==> config.mk <==
export PLATFORM = sky130hd
export DESIGN_NAME = regfile_mp_flat
export DESIGN_NICKNAME = d
export VERILOG_FILES = /design/src/rtl/regfile_pkg.sv /design/src/rtl/regfile_mp_if.sv /design/src/rtl/regfile_scoreboard.sv /design/src/rtl/regfile_mp.sv /design/src/flat_wrapper.sv
export SDC_FILE = /design/constraint.sdc
export NUM_CORES = 2
export LEC_CHECK = 0
export CELL_PAD_IN_SITES_DETAIL_PLACEMENT = 2
export CELL_PAD_IN_SITES_GLOBAL_PLACEMENT = 2
export CORE_ASPECT_RATIO = 1.4
export CORE_MARGIN = 3
export CORE_UTILIZATION = 45
export CTS_CLUSTER_SIZE = 10
export DETAILED_ROUTE_END_ITERATION = 10
export GPL_TIMING_DRIVEN = 0
export PLACE_DENSITY = 0.77
export SLEW_MARGIN = 20
export SYNTH_ARGS = -nofsm -noshare
export SYNTH_HDL_FRONTEND = slang
export SYNTH_SLANG_ARGS = --single-unit
export TNS_END_PERCENT = 5
==> constraint.sdc <==
create_clock -name Clk -period 6.2 [get_ports Clk]
set_input_delay 0.62 -clock Clk [delete_from_list [all_inputs] [get_ports Clk]]
set_output_delay 0.62 -clock Clk [all_outputs]
set_load 0.02 [all_outputs]
==> src/rtl/regfile_pkg.sv <==
// Shared constants for the multi-port MIPS register file: default geometry,
// architectural register indices and the address-width helper.
package regfile_pkg;

   localparam int DEF_WIDTH = 32;
   localparam int DEF_DEPTH = 32;

   localparam int REG_ZERO = 0;
   localparam int REG_AT   = 1;
   localparam int REG_V0   = 2;
   localparam int REG_A0   = 4;
   localparam int REG_T0   = 8;
   localparam int REG_S0   = 16;
   localparam int REG_GP   = 28;
   localparam int REG_SP   = 29;
   localparam int REG_FP   = 30;
   localparam int REG_RA   = 31;

   function automatic int addr_width(input int depth);
      return (depth > 1) ? $clog2(depth) : 1;
   endfunction

endpackage

==> src/rtl/regfile_mp_if.sv <==
// Decode/writeback bus of the register file: read ports, write ports,
// issue strobe for the scoreboard and the pending count.
interface regfile_mp_if import regfile_pkg::*; #(
   parameter int WIDTH  = DEF_WIDTH,
   parameter int DEPTH  = DEF_DEPTH,
   parameter int NREAD  = 2,
   parameter int NWRITE = 1
);
   localparam int AW = addr_width(DEPTH);

   logic        [NREAD*AW-1:0]     ReadReg;
   logic signed [NREAD*WIDTH-1:0]  ReadData;
   logic        [NREAD-1:0]        ReadBusy;
   logic        [NWRITE-1:0]       WriteEn;
   logic        [NWRITE*AW-1:0]    WriteReg;
   logic signed [NWRITE*WIDTH-1:0] WriteData;
   logic                           IssueEn;
   logic        [AW-1:0]           IssueReg;
   logic        [AW:0]             PendingCnt;

   modport master (
      output ReadReg, WriteEn, WriteReg, WriteData, IssueEn, IssueReg,
      input  ReadData, ReadBusy, PendingCnt
   );

   modport slave (
      input  ReadReg, WriteEn, WriteReg, WriteData, IssueEn, IssueReg,
      output ReadData, ReadBusy, PendingCnt
   );

endinterface

==> src/rtl/regfile_scoreboard.sv <==
// Per-register pending bits (issue sets, write clears, issue wins a tie)
// with a registered population count.
module regfile_scoreboard import regfile_pkg::*; #(
   parameter int DEPTH    = DEF_DEPTH,
   parameter int NWRITE   = 1,
   parameter int ZERO_REG = 1,
   localparam int AW      = addr_width(DEPTH)
) (
   input  logic                   Clk,
   input  logic                   Rst_n,
   input  logic [NWRITE-1:0]      wr_en,
   input  logic [NWRITE*AW-1:0]   wr_addr,
   input  logic                   issue_en,
   input  logic [AW-1:0]          issue_addr,
   output logic [DEPTH-1:0]       pending,
   output logic [AW:0]            pending_cnt
);

   logic [DEPTH-1:0] pend_q, pend_d;
   logic [AW:0]      cnt_q, cnt_d;

   always_comb begin
      pend_d = pend_q;
      for (int j = 0; j < NWRITE; j++) begin
         if (wr_en[j]) pend_d[wr_addr[j*AW +: AW]] = 1'b0;
      end
      // Applied after the clears so a newly issued producer supersedes the write.
      if (issue_en) pend_d[issue_addr] = 1'b1;
      if (ZERO_REG != 0) pend_d[0] = 1'b0;
      cnt_d = '0;
      for (int r = 0; r < DEPTH; r++) begin
         cnt_d = cnt_d + {{AW{1'b0}}, pend_d[r]};
      end
   end

   always_ff @(posedge Clk or negedge Rst_n) begin
      if (!Rst_n) begin
         pend_q <= '0;
         cnt_q  <= '0;
      end else begin
         pend_q <= pend_d;
         cnt_q  <= cnt_d;
      end
   end

   assign pending     = pend_q;
   assign pending_cnt = cnt_q;

endmodule

==> src/rtl/regfile_mp.sv <==
// Parametrised multi-port register file with optional same-cycle bypass,
// hard-wired zero register and a pending scoreboard for hazard detection.
module regfile_mp import regfile_pkg::*; #(
   parameter int WIDTH    = DEF_WIDTH,
   parameter int DEPTH    = DEF_DEPTH,
   parameter int NREAD    = 2,
   parameter int NWRITE   = 1,
   parameter int BYPASS   = 1,
   parameter int ZERO_REG = 1
) (
   input logic         Clk,
   input logic         Rst_n,
   regfile_mp_if.slave bus
);

   localparam int AW = addr_width(DEPTH);

   logic [WIDTH-1:0]  mem_q [DEPTH];
   logic [WIDTH-1:0]  mem_d [DEPTH];
   logic [NWRITE-1:0] wr_en;
   logic [AW-1:0]     wr_addr [NWRITE];
   logic [WIDTH-1:0]  wr_data [NWRITE];
   logic [AW-1:0]     rd_addr [NREAD];
   logic [WIDTH-1:0]  rd_data [NREAD];
   logic [NREAD-1:0]  rd_busy;
   logic [DEPTH-1:0]  pending;

   // Gating with reset keeps bypassed write data off the read ports during reset.
   assign wr_en = bus.WriteEn & {NWRITE{Rst_n}};

   genvar gi;
   generate
      for (gi = 0; gi < NWRITE; gi++) begin : g_wr
         assign wr_addr[gi] = bus.WriteReg[gi*AW +: AW];
         assign wr_data[gi] = bus.WriteData[gi*WIDTH +: WIDTH];
      end
      for (gi = 0; gi < NREAD; gi++) begin : g_rd
         assign rd_addr[gi]                     = bus.ReadReg[gi*AW +: AW];
         assign bus.ReadData[gi*WIDTH +: WIDTH] = rd_data[gi];
      end
   endgenerate

   always_comb begin
      mem_d = mem_q;
      for (int j = 0; j < NWRITE; j++) begin
         if (wr_en[j] && !(ZERO_REG != 0 && wr_addr[j] == '0)) mem_d[wr_addr[j]] = wr_data[j];
      end
   end

   always_ff @(posedge Clk or negedge Rst_n) begin
      if (!Rst_n) begin
         for (int r = 0; r < DEPTH; r++) mem_q[r] <= '0;
      end else begin
         mem_q <= mem_d;
      end
   end

   always_comb begin
      for (int i = 0; i < NREAD; i++) begin
         rd_data[i] = mem_q[rd_addr[i]];
         rd_busy[i] = pending[rd_addr[i]];
         if (BYPASS != 0) begin
            for (int j = 0; j < NWRITE; j++) begin
               if (wr_en[j] && wr_addr[j] == rd_addr[i]) begin
                  rd_data[i] = wr_data[j];
                  if (!(bus.IssueEn && bus.IssueReg == rd_addr[i])) rd_busy[i] = 1'b0;
               end
            end
         end
         if (ZERO_REG != 0 && rd_addr[i] == '0) begin
            rd_data[i] = '0;
            rd_busy[i] = 1'b0;
         end
      end
   end

   assign bus.ReadBusy = rd_busy;

   regfile_scoreboard #(
      .DEPTH    (DEPTH),
      .NWRITE   (NWRITE),
      .ZERO_REG (ZERO_REG)
   ) u_scoreboard (
      .Clk         (Clk),
      .Rst_n       (Rst_n),
      .wr_en       (wr_en),
      .wr_addr     (bus.WriteReg),
      .issue_en    (bus.IssueEn),
      .issue_addr  (bus.IssueReg),
      .pending     (pending),
      .pending_cnt (bus.PendingCnt)
   );

   generate
      if (DEPTH == 32) begin : g_dbg
         logic [WIDTH-1:0] zr, at, sp, fp, ra;
         assign zr = mem_q[AW'(REG_ZERO)];
         assign at = mem_q[AW'(REG_AT)];
         assign sp = mem_q[AW'(REG_SP)];
         assign fp = mem_q[AW'(REG_FP)];
         assign ra = mem_q[AW'(REG_RA)];
         a_zr_clean: assert property (@(posedge Clk) disable iff (!Rst_n)
            (ZERO_REG == 0) || (zr == '0));
      end
   endgenerate

   a_rd_known: assert property (@(posedge Clk) disable iff (!Rst_n) !$isunknown(bus.ReadReg));

endmodule

==> src/flat_wrapper.sv <==
// flat-port wrapper written by rule: the top's interface ports become plain ports
module regfile_mp_flat import regfile_pkg::*;
#(
   parameter int WIDTH    = DEF_WIDTH,
   parameter int DEPTH    = DEF_DEPTH,
   parameter int NREAD    = 2,
   parameter int NWRITE   = 1,
   parameter int BYPASS   = 1,
   parameter int ZERO_REG = 1
)
  (Clk, Rst_n, bus_ReadReg, bus_WriteEn, bus_WriteReg, bus_WriteData, bus_IssueEn, bus_IssueReg, bus_ReadData, bus_ReadBusy, bus_PendingCnt);
  regfile_mp_if #(.WIDTH(WIDTH), .DEPTH(DEPTH), .NREAD(NREAD), .NWRITE(NWRITE)) bus_i ();
  input logic Clk;
  input logic Rst_n;
  input wire logic [$bits(bus_i.ReadReg)-1:0] bus_ReadReg;
  input wire logic [$bits(bus_i.WriteEn)-1:0] bus_WriteEn;
  input wire logic [$bits(bus_i.WriteReg)-1:0] bus_WriteReg;
  input wire logic [$bits(bus_i.WriteData)-1:0] bus_WriteData;
  input wire logic [$bits(bus_i.IssueEn)-1:0] bus_IssueEn;
  input wire logic [$bits(bus_i.IssueReg)-1:0] bus_IssueReg;
  output wire logic [$bits(bus_i.ReadData)-1:0] bus_ReadData;
  output wire logic [$bits(bus_i.ReadBusy)-1:0] bus_ReadBusy;
  output wire logic [$bits(bus_i.PendingCnt)-1:0] bus_PendingCnt;
  assign bus_i.ReadReg = bus_ReadReg;
  assign bus_i.WriteEn = bus_WriteEn;
  assign bus_i.WriteReg = bus_WriteReg;
  assign bus_i.WriteData = bus_WriteData;
  assign bus_i.IssueEn = bus_IssueEn;
  assign bus_i.IssueReg = bus_IssueReg;
  assign bus_ReadData = bus_i.ReadData;
  assign bus_ReadBusy = bus_i.ReadBusy;
  assign bus_PendingCnt = bus_i.PendingCnt;
  regfile_mp #(.WIDTH(WIDTH), .DEPTH(DEPTH), .NREAD(NREAD), .NWRITE(NWRITE), .BYPASS(BYPASS), .ZERO_REG(ZERO_REG)) u_core (.Clk(Clk), .Rst_n(Rst_n), .bus(bus_i));
endmodule
Word-level counts from Yosys, hierarchy flattened. Cells that the tools add are included.

Add/sub/neg operators: 30. Magnitude comparators: 10. Equal/unequal tests: 4. Multiplexer cells: 29. Bitwise logic cells: 7. Reduce and logical (&&, ||, !) cells: 12.

Operators with widths (count): 1024-bit bitwise mux (1); 32-bit two-way mux (11); 32-bit binary-select mux with 5-bit select (2); 32-bit demux with 5-bit select (1); 6-bit by 1-bit adder with 6-bit output (25); 32-bit AND (1); 32-bit inverter (1); 32-bit OR (1); 5-bit by 6-bit less-than comparator with 1-bit output, second input constant (4); 5-bit == test (4); 6-bit >= comparator, second input constant (3); 5-bit inverter with 6-bit output (3); 5-bit logical NOT (3); 1-bit binary-select mux with 5-bit select (2); 1-bit demux with 5-bit select (2); 5-bit by 1-bit >= comparator with 1-bit output, second input constant (2); 1-bit two-way mux (10); 1-bit logical AND (8); 5-bit by 1-bit adder with 6-bit output (1); 6-bit by 1-bit less-than comparator with 1-bit output, second input constant (1); 4-bit by 1-bit adder with 5-bit output (1); 3-bit by 1-bit adder with 4-bit output (1); 2-bit by 1-bit adder with 3-bit output (1); 1-bit by 1-bit adder with 2-bit output (1); other kinds (2) (2).

Flip-flop bits (word level): 1061. Input port bits: 56. Output and inout bits: 72.

Longest topological paths before layout.
Word-level depth: 39. Mapped depth: 21.

Modules after synthesis. A second synthesis with hierarchy kept.

Cell total of the unflattened synthesis: 3999. Area total of the unflattened synthesis: 58011.9 um2.

By module, submodules not included: regfile_mp (times used 1, cells an instance 3779, area an instance 55668.4 um2, seq. area each 25624.6 um2); regfile_scoreboard (times used 1, cells an instance 220, area an instance 2343.5 um2, seq. area each 925.9 um2).

Worst setup path after synthesis. Ideal clock, no wire load.

Kind: input port to flip-flop. Start: input bus_WriteReg[1]. End: register u_core.u_scoreboard.cnt_q[4] (netlist: u_core.u_scoreboard.pending_cnt[4]). Library setup time: 0.080 ns. Data arrival time: 5.972 ns. Data required time: 6.120 ns. Path slack: 0.148 ns. Cell stages on the path: 20. Cell sequence: buf_2 > or3_1 > nor2_1 > buf_2 > o22ai_1 > fa_1 > inv_1 > fa_1 > fa_1 > inv_1 > fa_1 > inv_1 > fa_1 > fa_1 > fa_1 > inv_1 > fa_1 > a21o_1 > a21oi_1 > xnor2_1.

RTL lines: from (decl) (line flat_wrapper.sv:17) `input wire logic [$bits(bus_i.WriteReg)-1:0] bus_WriteReg;`; 5-bit by 6-bit less-than comparator with 1-bit output (implied by the code) / 5-bit by 1-bit >= comparator with 1-bit output (equally long branches) (line regfile_scoreboard.sv:25) `if (wr_en[j]) pend_d[wr_addr[j*AW +: AW]] = 1'b0;`; 1-bit logical AND (implied by the code) (line regfile_scoreboard.sv:25); 1-bit two-way mux (implied by the code) (line regfile_scoreboard.sv:25); 1-bit demux with 5-bit select * (line regfile_scoreboard.sv:25); 32-bit inverter (no line) *; 32-bit AND (no line) *; 32-bit two-way mux * (line regfile_scoreboard.sv:25); 32-bit OR (no line); 32-bit two-way mux * (line regfile_scoreboard.sv:28) `if (issue_en) pend_d[issue_addr] = 1'b1;`; named net u_core.u_scoreboard.pend_d[20] (line regfile_scoreboard.sv:19) `logic [DEPTH-1:0] pend_q, pend_d;`; 6-bit by 1-bit adder with 6-bit output * (12 in series) (line regfile_scoreboard.sv:32) `cnt_d = cnt_d + {{AW{1'b0}}, pend_d[r]};`; named net u_core.u_scoreboard.cnt_d[4] (line regfile_scoreboard.sv:20) `logic [AW:0] cnt_q, cnt_d;`; to (signal assigned) (line regfile_scoreboard.sv:42) `cnt_q <= cnt_d;`; to (decl) (line regfile_scoreboard.sv:20).

The timed path passes the listed nets; every way through them passes the cells marked *. A chain may end at the register's enable or synchronous reset.

Worst setup path in the final report.
Start: input bus_ReadReg[4]. End: output bus_ReadData[20].

Word-level cells in the longest chain between the ends: 6.

Ends and longest elaborated chain: from (decl) (line flat_wrapper.sv:15) `input wire logic [$bits(bus_i.ReadReg)-1:0] bus_ReadReg;`; 5-bit inverter with 6-bit output (implied by the code) (line regfile_mp.sv:60) `rd_data[i] = mem_q[rd_addr[i]];`; 32-bit binary-select mux with 5-bit select (line regfile_mp.sv:60); 32-bit two-way mux (implied by the code) (2 in series) (line regfile_mp.sv:60); 32-bit two-way mux (line regfile_mp.sv:64) `if (wr_en[j] && wr_addr[j] == rd_addr[i]) begin`; 32-bit two-way mux * (line regfile_mp.sv:70) `if (ZERO_REG != 0 && rd_addr[i] == '0) begin`; to (decl) (line flat_wrapper.sv:21) `output wire logic [$bits(bus_i.ReadData)-1:0] bus_ReadData;`.

Mark *: on every way between the ends. The rest lies on a longest branch, timed or not. The select of a mux whose other input is x is not followed.

==> results.json <==
{
  "cts_tree": "yes",
  "cts_buffers": 119,
  "whs_ns": 0.1731,
  "io_buffers": 117,
  "worstPathCellList": "clkdlybuf4s50_1 > buf_2 > inv_1 > clkbuf_2 > nand2_2 > o22ai_1 > nor3_1 > a211oi_1 > clkdlybuf4s50_1",
  "power.leakage_nw": 30.72,
  "die_x_um": 311.7,
  "synth_edf_count": 0,
  "worst_setup_path_start_kind": "primary input",
  "drt-total-wl_um": 354500,
  "cp_slowest_cell": "a211oi_1",
  "syn_avg_cell_area_sq_um": 13.14,
  "setup_viol": 21,
  "critPathMaxFanout": 10,
  "crit_arrival_ns": 6.00,
  "clkTransAtPathRegs_ns": 0.06,
  "hold_class": "in -> async",
  "core-area_sq_um": 129400,
  "vdd.ir_drop.worst_uv": 1713,
  "drc": 0,
  "tns_ns": -3.263,
  "async_reset_ff_share_pct": 100.0,
  "routedWlPerCell_um": 53.84,
  "fin_util_pct": 51.74,
  "yosys.cell_types.count": 70,
  "first_global_vias": 51560,
  "fmax_mhz": 151.0,
  "status": "finished with violations",
  "crit_buf_inv": 5,
  "grtUsageTotal_pct": 51.68,
  "area_growth_syn_to_layout_pct": 13.76,
  "final_area_sq_um": 66960,
  "nets": 4854,
  "period_minus_slack_ns": 6.623,
  "reg2reg_to": "u_core.u_scoreboard.pending_cnt[4]",
  "placed_area_sq_um": 62880,
  "slew_viol_final": 6,
  "dominantRegCellSynth": "dfrtp_1",
  "worst_pin_slew_ns": 1.597,
  "ys_ff_latch": 1061,
  "crit_path_end_kind": "primary output",
  "skew_ns": 0.01051,
  "dpl.cell_count": 6354,
  "drt.antenna.violating_nets": 0,
  "num_vias": 50670,
  "htree_levels": 3,
  "violations": "max-capacitance violations, max-slew violations, negative setup slack",
  "cp_common_cell": "clkdlybuf4s50_1",
  "die_y_um": 433.9,
  "placementRows": 156,
  "p_total_mw": 22.30,
  "fin_ws_ns": -0.4231,
  "cap_violations": 1,
  "syn-num-nets": 4565,
  "r2r_start": "u_core.u_scoreboard.pending[4]",
  "cts-root-buf": "clkbuf_16",
  "first_pass_iters": 6,
  "clock-sinks": 1061,
  "rr_worst_depth": 15,
  "postSynthCellCount": 4479,
  "die_area_sq_um": 135200,
  "cp_data_required_time_ns": 5.58,
  "min_period_over_period_pct": 106.8,
  "gp_congestion": 1.053,
  "grt_max_degree": 139,
  "r2r_slack_ns": 0.95,
  "overflow": 0,
  "dp_hpwl_um": 232400,
  "drt_iter0_drc": 7757,
  "finalHoldViolations": 0,
  "power_density_nw_per_um2": 333.0,
  "clock_latency_ns": 0.82,
  "slew_headroom_pct": -6.864,
  "critical_path_class": "in -> out",
  "clockBufferDepth": 3,
  "final_cells": 6584,
  "start_util_pct": 45.48,
  "ys_seq_area_share_pct": 45.11,
  "antenna_found_initial": 59,
  "critPathMaxStageDelay_ns": 0.91,
  "synth_area_sq_um": 58860,
  "grt_first_pass_wirelength_um": 465500,
  "dp_slack_ns": -2.939,
  "ios": 128,
  "routed_via_density": 7.696,
  "crit_family": "buffers and inverters",
  "layout-drive-gt1-share_pct": 38.02,
  "yosysWarnings": 0
}
==> cells by family (layout without fill, tap and decap cells) <==
kind of cell	after synthesis	count (layout)	share of synthesized area, %
multiplexers	1593	1593	37.49
flip-flops	1061	1061	45.11
AND/OR/NAND/NOR	829	829	6.246
buffers and inverters	526	847	4.824
AO/OA/AOI/OAI	417	417	5.053
adder cells (fa/ha/maj)	30	30	0.9311
XOR/XNOR	23	23	0.3423
other	0	46	0
==> synth_stat cells (15+ instances only) <==
cell type  number  area share (%)
buf_1          24            0.15
nand3_1        15            0.13
mux2i_1       192             3.3
a211oi_1       25            0.32
nor4_1         47            0.50
nand2_1       473             3.0
o21ai_0        37            0.31
inv_1          51            0.33
nor2_1        118            0.75
mux2_2        903              17
mux4_2        388              15
mux2_1        110             2.1
a2111oi_0      19            0.28
a21oi_1        48            0.41
a221oi_1       30            0.45
dfrtp_1      1061              45
nor3_1         78            0.66
o22ai_1       125             1.3
nor2b_1        29            0.31
buf_4          40            0.51
clkbuf_1      225             1.4
a22o_1         24            0.36
buf_2         111            0.94
a221o_1        22            0.37
a22oi_1        33            0.42
buf_6          55             1.1
xor2_1         15            0.22
fa_1           23            0.78
==> power breakdown <==
part | switching, mW | internal, mW
logic | 3.83 | 3.06
clock network | 3.13 | 3.53
registers | 0.827 | 7.92
==> area by class of cell <==
class | count | area (sq um)
fillers | 12090 | 62450
clock inverters | 6 | 45.04
inverters | 57 | 214.0
plain buffers | 464 | 2763
well taps | 1738 | 2175
repair buffers | 173 | 2160
diodes | 46 | 115.1
flip-flops and latches | 1061 | 26550
clock buffers | 147 | 3196
multi-input cells | 2892 | 29740
==> flip-flops by register name, summed over array words and instances (netlist names) <==
name	cells
u_core.g_dbg.zr	32
u_core.u_scoreboard.pending	31
u_core.g_dbg.at	32
u_core.mem_q	960
u_core.u_scoreboard.pending_cnt	6
==> worst max path at each step <==
stage                     from  slack [ns]                                 end  depth (start not counted)
2_1_floorplan  bus_WriteReg[1]        0.15  u_core.u_scoreboard.pending_cnt[4]                         20
3_3_place_gp             Rst_n      -51.44  u_core.u_scoreboard.pending_cnt[4]                         20
3_5_place_dp             Rst_n       -2.94  u_core.u_scoreboard.pending_cnt[4]                         22
4_1_cts        bus_WriteReg[3]       -0.18  u_core.u_scoreboard.pending_cnt[4]                         21
5_1_grt         bus_ReadReg[2]       -0.04                    bus_ReadData[18]                          9
6_report        bus_ReadReg[4]       -0.42                    bus_ReadData[20]                          9
==> cells in the final DEF, fill, tap and decap left out, types with 9 or more instances in the layout <==
master / synthesis / routed
and3_1: 11 / 11
mux4_2: 388 / 388
inv_1: 51 / 51
xor2_1: 15 / 15
fa_1: 23 / 23
a22oi_1: 33 / 30
clkdlybuf4s50_1: 0 / 111
a221oi_1: 30 / 30
nand2_1: 473 / 455
dfrtp_1: 1061 / 1061
o21ai_0: 37 / 37
mux2_1: 110 / 110
buf_16: 0 / 17
clkbuf_2: 1 / 55
a2111oi_0: 19 / 19
a211oi_1: 25 / 25
buf_4: 40 / 68
buf_2: 111 / 111
mux2_2: 903 / 903
nor4_1: 47 / 47
clkbuf_1: 225 / 189
mux2i_1: 192 / 192
a31oi_1: 9 / 9
nor3_1: 78 / 76
buf_6: 55 / 64
a221o_1: 22 / 22
buf_8: 10 / 11
nor2b_1: 29 / 28
clkbuf_16: 0 / 122
nand3_1: 15 / 15
a22o_1: 24 / 24
o22ai_1: 125 / 125
nand2b_1: 10 / 10
nand2_4: 0 / 10
diode_2: 0 / 46
a21oi_1: 48 / 47
nor2_1: 118 / 110
==> what timing repair did <==
action,4_1_cts,5_1_grt
setup buffers,7,18
setup endpoints to repair,8,6
resized for setup,67,33
cloned,6,1
hold buffers,3,2
pin swaps,4,5
endpoints found under the hold margin,60,12
==> routing by layer <==
layer,GRT usage [%],vias to the layer above,wire [um]
met1,56.65,26530,113900
met3,25.08,1985,50950
met5,1.335,-,372
met2,72.50,4861,146200
li1,-,17270,-
met4,49.28,23,43060
==> worst min-delay path, cell delays in order <==
cell and delay (ns):
buf_16 0.12, buf_16 0.18, bufbuf_16 0.40
Power figures use the tool's default switching activity.
